--- config.mk ---
export PLATFORM = sky130hd
export DESIGN_NAME = univ_shift_reg
export DESIGN_NICKNAME = d
export VERILOG_FILES = /design/src/rtl/univ_shift_pkg.sv /design/src/rtl/usr_bit.sv /design/src/rtl/univ_shift_reg.sv
export SDC_FILE = /design/constraint.sdc
export NUM_CORES = 1
export LEC_CHECK = 0
export BUFFER_PORTS_ARGS = -buffer_cell sky130_fd_sc_hd__buf_2
export CORE_MARGIN = 3
export CORE_UTILIZATION = 35
export CTS_BUF_LIST = sky130_fd_sc_hd__clkbuf_16
export DETAILED_ROUTE_END_ITERATION = 10
export PLACE_DENSITY_LB_ADDON = 0.25
export SLEW_MARGIN = 20
export SYNTH_ARGS = -nofsm -noshare
export SYNTH_HDL_FRONTEND = slang
export SYNTH_SLANG_ARGS = --single-unit
--- constraint.sdc ---
create_clock -name clk -period 2.3 [get_ports clk]
set_clock_uncertainty 0.1 [all_clocks]
set_input_delay 0.345 -clock clk [delete_from_list [all_inputs] [get_ports clk]]
set_output_delay 0.345 -clock clk [all_outputs]
set_load 0.1 [all_outputs]
--- src/rtl/univ_shift_pkg.sv ---
// Shared encodings for the universal shift register: manual mode select and burst FSM states.
package univ_shift_pkg;

    typedef enum logic [1:0] {
        MODE_HOLD = 2'b00,
        MODE_SHR  = 2'b01,
        MODE_SHL  = 2'b10,
        MODE_LOAD = 2'b11
    } mode_e;

    typedef enum logic [1:0] {
        StIdle  = 2'b00,
        StShift = 2'b01,
        StDone  = 2'b10
    } state_e;

endpackage

--- src/rtl/usr_bit.sv ---
// One register bit: 4:1 select (hold/right/left/load) in front of an async active-low reset flop.
module usr_bit
    import univ_shift_pkg::*;
(
    input  logic  clk_i,
    input  logic  rst_ni,
    input  mode_e sel_i,
    input  logic  msb_side_i,  // neighbour toward the MSB; enters on a right shift
    input  logic  lsb_side_i,  // neighbour toward the LSB; enters on a left shift
    input  logic  load_i,
    output logic  q_o
);

    logic q_d, q_q;

    always_comb begin
        q_d = q_q;
        unique case (sel_i)
            MODE_HOLD: q_d = q_q;
            MODE_SHR:  q_d = msb_side_i;
            MODE_SHL:  q_d = lsb_side_i;
            MODE_LOAD: q_d = load_i;
            default:   q_d = q_q;
        endcase
    end

    always_ff @(posedge clk_i or negedge rst_ni) begin
        if (!rst_ni) begin
            q_q <= 1'b0;
        end else begin
            q_q <= q_d;
        end
    end

    assign q_o = q_q;

endmodule

--- src/rtl/univ_shift_reg.sv ---
// Universal shift register with manual modes and an automatic WIDTH-bit burst shift-out.
module univ_shift_reg
    import univ_shift_pkg::*;
#(
    parameter int unsigned WIDTH = 8
) (
    input  logic             clk,
    input  logic             rst,
    input  logic             en,
    input  logic [1:0]       mode,
    input  logic             sin_r,
    input  logic             sin_l,
    input  logic [WIDTH-1:0] pin,
    input  logic             start,
    input  logic             dir,
    output logic [WIDTH-1:0] q,
    output logic             sout_r,
    output logic             sout_l,
    output logic             sout_valid,
    output logic             busy,
    output logic             done
);

    localparam int unsigned CntW = $clog2(WIDTH + 1);

    state_e          state_q, state_d;
    logic [CntW-1:0] cnt_q, cnt_d;
    logic            dir_q, dir_d;
    mode_e           sel;

    always_comb begin
        state_d    = state_q;
        cnt_d      = cnt_q;
        dir_d      = dir_q;
        sel        = MODE_HOLD;
        sout_valid = 1'b0;
        done       = 1'b0;
        unique case (state_q)
            StIdle: begin
                if (en) begin
                    if (start) begin
                        sel     = MODE_LOAD;
                        dir_d   = dir;
                        cnt_d   = CntW'(WIDTH);
                        state_d = StShift;
                    end else begin
                        sel = mode_e'(mode);
                    end
                end
            end
            StShift: begin
                sout_valid = 1'b1;
                if (en) begin
                    sel = dir_q ? MODE_SHL : MODE_SHR;
                    if (cnt_q != '0) begin
                        cnt_d = cnt_q - CntW'(1);
                    end
                    // <= also catches a corrupted zero count so the burst can never stick
                    if (cnt_q <= CntW'(1)) begin
                        state_d = StDone;
                    end
                end
            end
            StDone: begin
                done = 1'b1;
                if (en) begin
                    state_d = StIdle;
                end
            end
            default: state_d = StIdle;
        endcase
    end

    always_ff @(posedge clk or negedge rst) begin
        if (!rst) begin
            state_q <= StIdle;
            cnt_q   <= '0;
            dir_q   <= 1'b0;
        end else begin
            state_q <= state_d;
            cnt_q   <= cnt_d;
            dir_q   <= dir_d;
        end
    end

    for (genvar i = 0; i < WIDTH; i++) begin : g_bit
        logic msb_side, lsb_side;
        if (i == WIDTH - 1) begin : g_top
            assign msb_side = sin_r;
        end else begin : g_mid_hi
            assign msb_side = q[i+1];
        end
        if (i == 0) begin : g_bot
            assign lsb_side = sin_l;
        end else begin : g_mid_lo
            assign lsb_side = q[i-1];
        end
        usr_bit u_bit (
            .clk_i      (clk),
            .rst_ni     (rst),
            .sel_i      (sel),
            .msb_side_i (msb_side),
            .lsb_side_i (lsb_side),
            .load_i     (pin[i]),
            .q_o        (q[i])
        );
    end

    assign busy   = (state_q != StIdle);
    assign sout_r = q[0];
    assign sout_l = q[WIDTH-1];

endmodule

Word level (Yosys, flattened, before mapping) --
Cells that the tools add are included.
Word-level totals: register bits 15, input port bits 17, output and inout port bits 13, logic and storage cells 58
Cells by class: add/subtract/negate cells 1, order comparisons 1, equal/unequal tests 11, mux-type cells 26, reductions and logical operators 8
Operator list (count):
- one-hot mux 1 bit (3 select lines) | 8
- 2-to-1 mux 2 bit | 9
- 2-to-1 mux 4 bit | 4
- != test 2 bit, second input constant | 6
- AND reduction 5 bit | 2
- one-hot mux 4 bit (2 select lines) | 1
- == test 2 bit, second input constant | 3
- one-hot mux 2 bit (3 select lines) | 1
- == test 2 x 1 -> 1 bit, second input constant | 2
- <= comparator 4 x 1 -> 1 bit, second input constant | 1
- logical NOT 2 bit | 2
- one-hot mux 2 bit (2 select lines) | 1
- nonzero test 2 bit | 2
- nonzero test 4 bit | 1
- subtractor 4 x 1 -> 4 bit, second input constant | 1
- AND reduction 3 bit | 1
- 2-to-1 mux 1 bit | 2

Longest topological paths before layout --
depth after elaboration 5, gate-level depth with buffers 6, depth with buffers taken out 5

Cells and area by module --
A second synthesis with hierarchy kept.
Unflattened totals: cells, all modules 74, area total of the unflattened synthesis 934.6 um2
By module, submodules not included:
- univ_shift_reg | times used 1, cells an instance 58, area each 554.3 um2
- usr_bit | times used 8, cells an instance 2, area each 47.5 um2

Worst setup path after synthesis --
OpenSTA, ideal clock, no wires.
path type register to output, from register state_q[0], to output done, data arrival time 1886 ps, setup slack -31 ps, stages on the path, launching flop included 3, path buffers 1, cells stage by stage dfrtp_1 > buf_6 > nor2b_1
On the way: longest elaborated chain between the ends 2
Ends and longest elaborated chain:
- start: declaration | RTL line univ_shift_reg.sv:26 | state_e state_q, state_d;
- start signal: assignment | RTL line univ_shift_reg.sv:76 | state_q <= StIdle;
- start signal: assignment | RTL line univ_shift_reg.sv:80 | state_q <= state_d;
- == test 2 bit | RTL line univ_shift_reg.sv:38 | unique case (state_q)
- 2-to-1 mux 1 bit | RTL line univ_shift_reg.sv:38
- end: declaration | RTL line univ_shift_reg.sv:21 | output logic done
No other way between the ends.

Worst setup path after layout --
from register state_q[0], to output sout_valid
On the way: longest elaborated chain between the ends 2
Ends and longest elaborated chain:
- == test 2 x 1 -> 1 bit | RTL line univ_shift_reg.sv:38
- 2-to-1 mux 1 bit | RTL line univ_shift_reg.sv:38
- end: declaration | RTL line univ_shift_reg.sv:19 | output logic sout_valid,
No other way between the ends.

==> metrics.txt <==
run status=finished, final reports clean; post-cts resize count=0; Num Clock Sinks=15; hold depth=3; Initial Util=37.2%; top cell type's share of synthesized area=36.3%; share of cells above drive strength 1=33.3%; vias in the first global route=827; Seq/Total Area, Yosys=36.3%; HP Start=dir; Placeable Area=2780 um^2; largest cells by area after synthesis=dfrtp_1 36%, mux2i_1 6.8%, buf_4 5.8%; Synth Net Count=127; Synth cell types=38; relative slew slack=67.0%; Routability Congestion=0.805; fin crit share=92.2%; antenna violation net count after detailed routing=0; reg-to-reg endpoint=g_bit[4].u_bit.q_o$_DFFE_PN0P_; Iter 0 DRT Violations=25; Worst-Margin Slew=493 ps; WL/cell=13.7 um; CP max-delay cell=dfrtp_1; Crit path required time=1860 ps; top-count cell post-synth=dfrtp_1; CTS tree=done; die height=60.3 um; Die Width=60.3 um; Clock Latency Late Sink=250 ps; Synth top cells by count=15 x dfrtp_1, 8 x buf_4, 7 x a21oi_1, 7 x mux2i_1; post-synthesis async set-or-reset flop share=100%; Syn Inst Count=107; Largest stage delay, worst path=570 ps; Final Hold Fails=0; global-route wire length before repair=3.63 mm; WP data arrival=1680 ps; endpoints failing setup=0; CP max FO=12; critical path cell sequence=nand2b_1 > inv_1 > buf_2; fmax=0.472 GHz; Bufs on Longest Clock Path=2; DR vias/cell=5.44; startpoint types=register; total CTS buffers=3; Final Core Density=43.5%; Ant. Diodes=0; Reg2Reg Launch Point=state_q[0]$_DFFE_PN0P_; Clk pin slew, worst setup/hold paths=50 ps; Slew Limit Fails=0; num rows=19; pin count of the biggest net entering global routing=16; postcts setup bufs=0; Ports=30; yosys warns=0; worst setup path class=register to primary output; Tot GR Track Use=13.5%; Layout area overhead=16.9%; setup repair after global routing missed its margin=false; Die ar.=3640 um^2; mapped cell area=1030 um^2; drt drc=0; Tmin final=2120 ps; CP bufs+invs=2; EDFF count, synth=0; setup_tns=0 ps; synthesized flop and latch total=15; Synth Flop Type=dfrtp_1; Pre-antenna DRT Iters=4; H-tree depth=1; maximum capacitance violations=0; Overflow after GRT=0; FF-to-FF path depth=4; delay-heaviest family, CP=buffers and inverters; hold crit path type=input pin to register; Vias=870; number of nets in the layout=150; cell accounting for the most synthesized area=dfrtp_1; clk root buf=clkbuf_16; syn_area_per_cell=9.66 um^2; Worst Hold Path EP=dir_q$_DFFE_PN0P_; flop-to-flop setup slack=440 ps; Crit. End Element=primary output; port bufs=29; post-DP HPWL=1.68 mm; initial antenna violation count=0; final wirelength=2.19 mm
-- per-layer routing --
metal,share of wire [%],up-vias,GRT usage (%),routed length (um)
met5,0,-,0,0
met1,46,419,16.9,1000
li1,-,431,-,-
met4,0.41,0,3.80,9
met3,5.4,2,4.68,118
met2,48,18,22.2,1060
-- layout make-up --
cell class              count  area, um^2
repair buffers             30         155
clock buffers               3        75.1
multi-input cells          76         544
fillers                   274        1570
clock inverters             1        5.00
flip-flops and latches     15         375
well taps                  31        38.8
inverters                   4        15.0
-- repair_timing --
item	in CTS	in global routing
setup endpoints to repair	0	0
hold buffers	1	0
endpoints found under the hold margin	15	0
-- sequential cells by signal, summed over array words and instances, names as in the netlist --
register / flops
dir_q: 1
state_q: 2
g_bit.u_bit.q_o: 8
cnt_q: 4
-- worst reg2reg max path: cells and delay by family, from the launching register on --
family | cells | cell delay [ps]
simple gates | 2 | 730
mux | 1 | 230
compound gates | 1 | 100
flops | 1 | 570
-- logic make-up after synthesis --
| group | Yosys count | synth area share [%] |
|---|---|---|
| simple gates | 33 | 20.9 |
| flops | 15 | 36.3 |
| buf+inv | 16 | 11.3 |
| compound gates | 33 | 21.1 |
| mux | 7 | 6.78 |
| fa+ha+maj | 3 | 3.63 |
-- cell usage in the layout (no fill, tap or decap), types with 2 or more instances in the layout --
cell       synthesis  routed
nand2b_1           2       2
nor3_1             3       3
a22oi_1            2       2
a21oi_1            7       7
nand2_1            6       6
mux2i_1            7       7
a211oi_1           3       3
clkbuf_16          0       3
nor3_4             2       2
or3_1              2       2
buf_2              0      29
nor2_1             4       4
o21ai_1            6       6
o22ai_1            2       2
nand3_1            3       3
ha_1               3       3
o21ai_0            5       5
o2bb2ai_1          2       2
dfrtp_1           15      15
inv_1              4       4
-- worst max-delay path by stage --
stage	from	cells past startpoint	endpoint	slack, ps
final	state_q[0]$_DFFE_PN0P_	3	sout_valid	180
after global routing	state_q[0]$_DFFE_PN0P_	3	sout_valid	80
after CTS	state_q[0]$_DFFE_PN0P_	3	sout_valid	190
after detailed placement	state_q[0]$_DFFE_PN0P_	4	g_bit[4].u_bit.q_o$_DFFE_PN0P_	430
after global placement	state_q[0]$_DFFE_PN0P_	4	g_bit[7].u_bit.q_o$_DFFE_PN0P_	490
after floorplan	state_q[1]$_DFFE_PN0P_	5	cnt_q[3]$_DFFE_PN0P_	480
-- through the flow --
| stage | setup WS (ps) | instance area [um^2] | hold WS (ps) | instances |
|---|---|---|---|---|
| final | 180 | 1210 | 222 | 160 |
| after global routing | 82.7 | 1210 | 244 | 160 |
| after CTS | 192 | 1210 | 220 | 160 |
| after detailed placement | 429 | 1120 | 177 | 155 |
| after global placement | 489 | 1120 | 175 | 155 |
| after floorplan | 483 | 1040 | -50.6 | 107 |
Power is not shown: default switching activity piles up to over one toggle a cycle in this logic, so the estimate is an artifact.
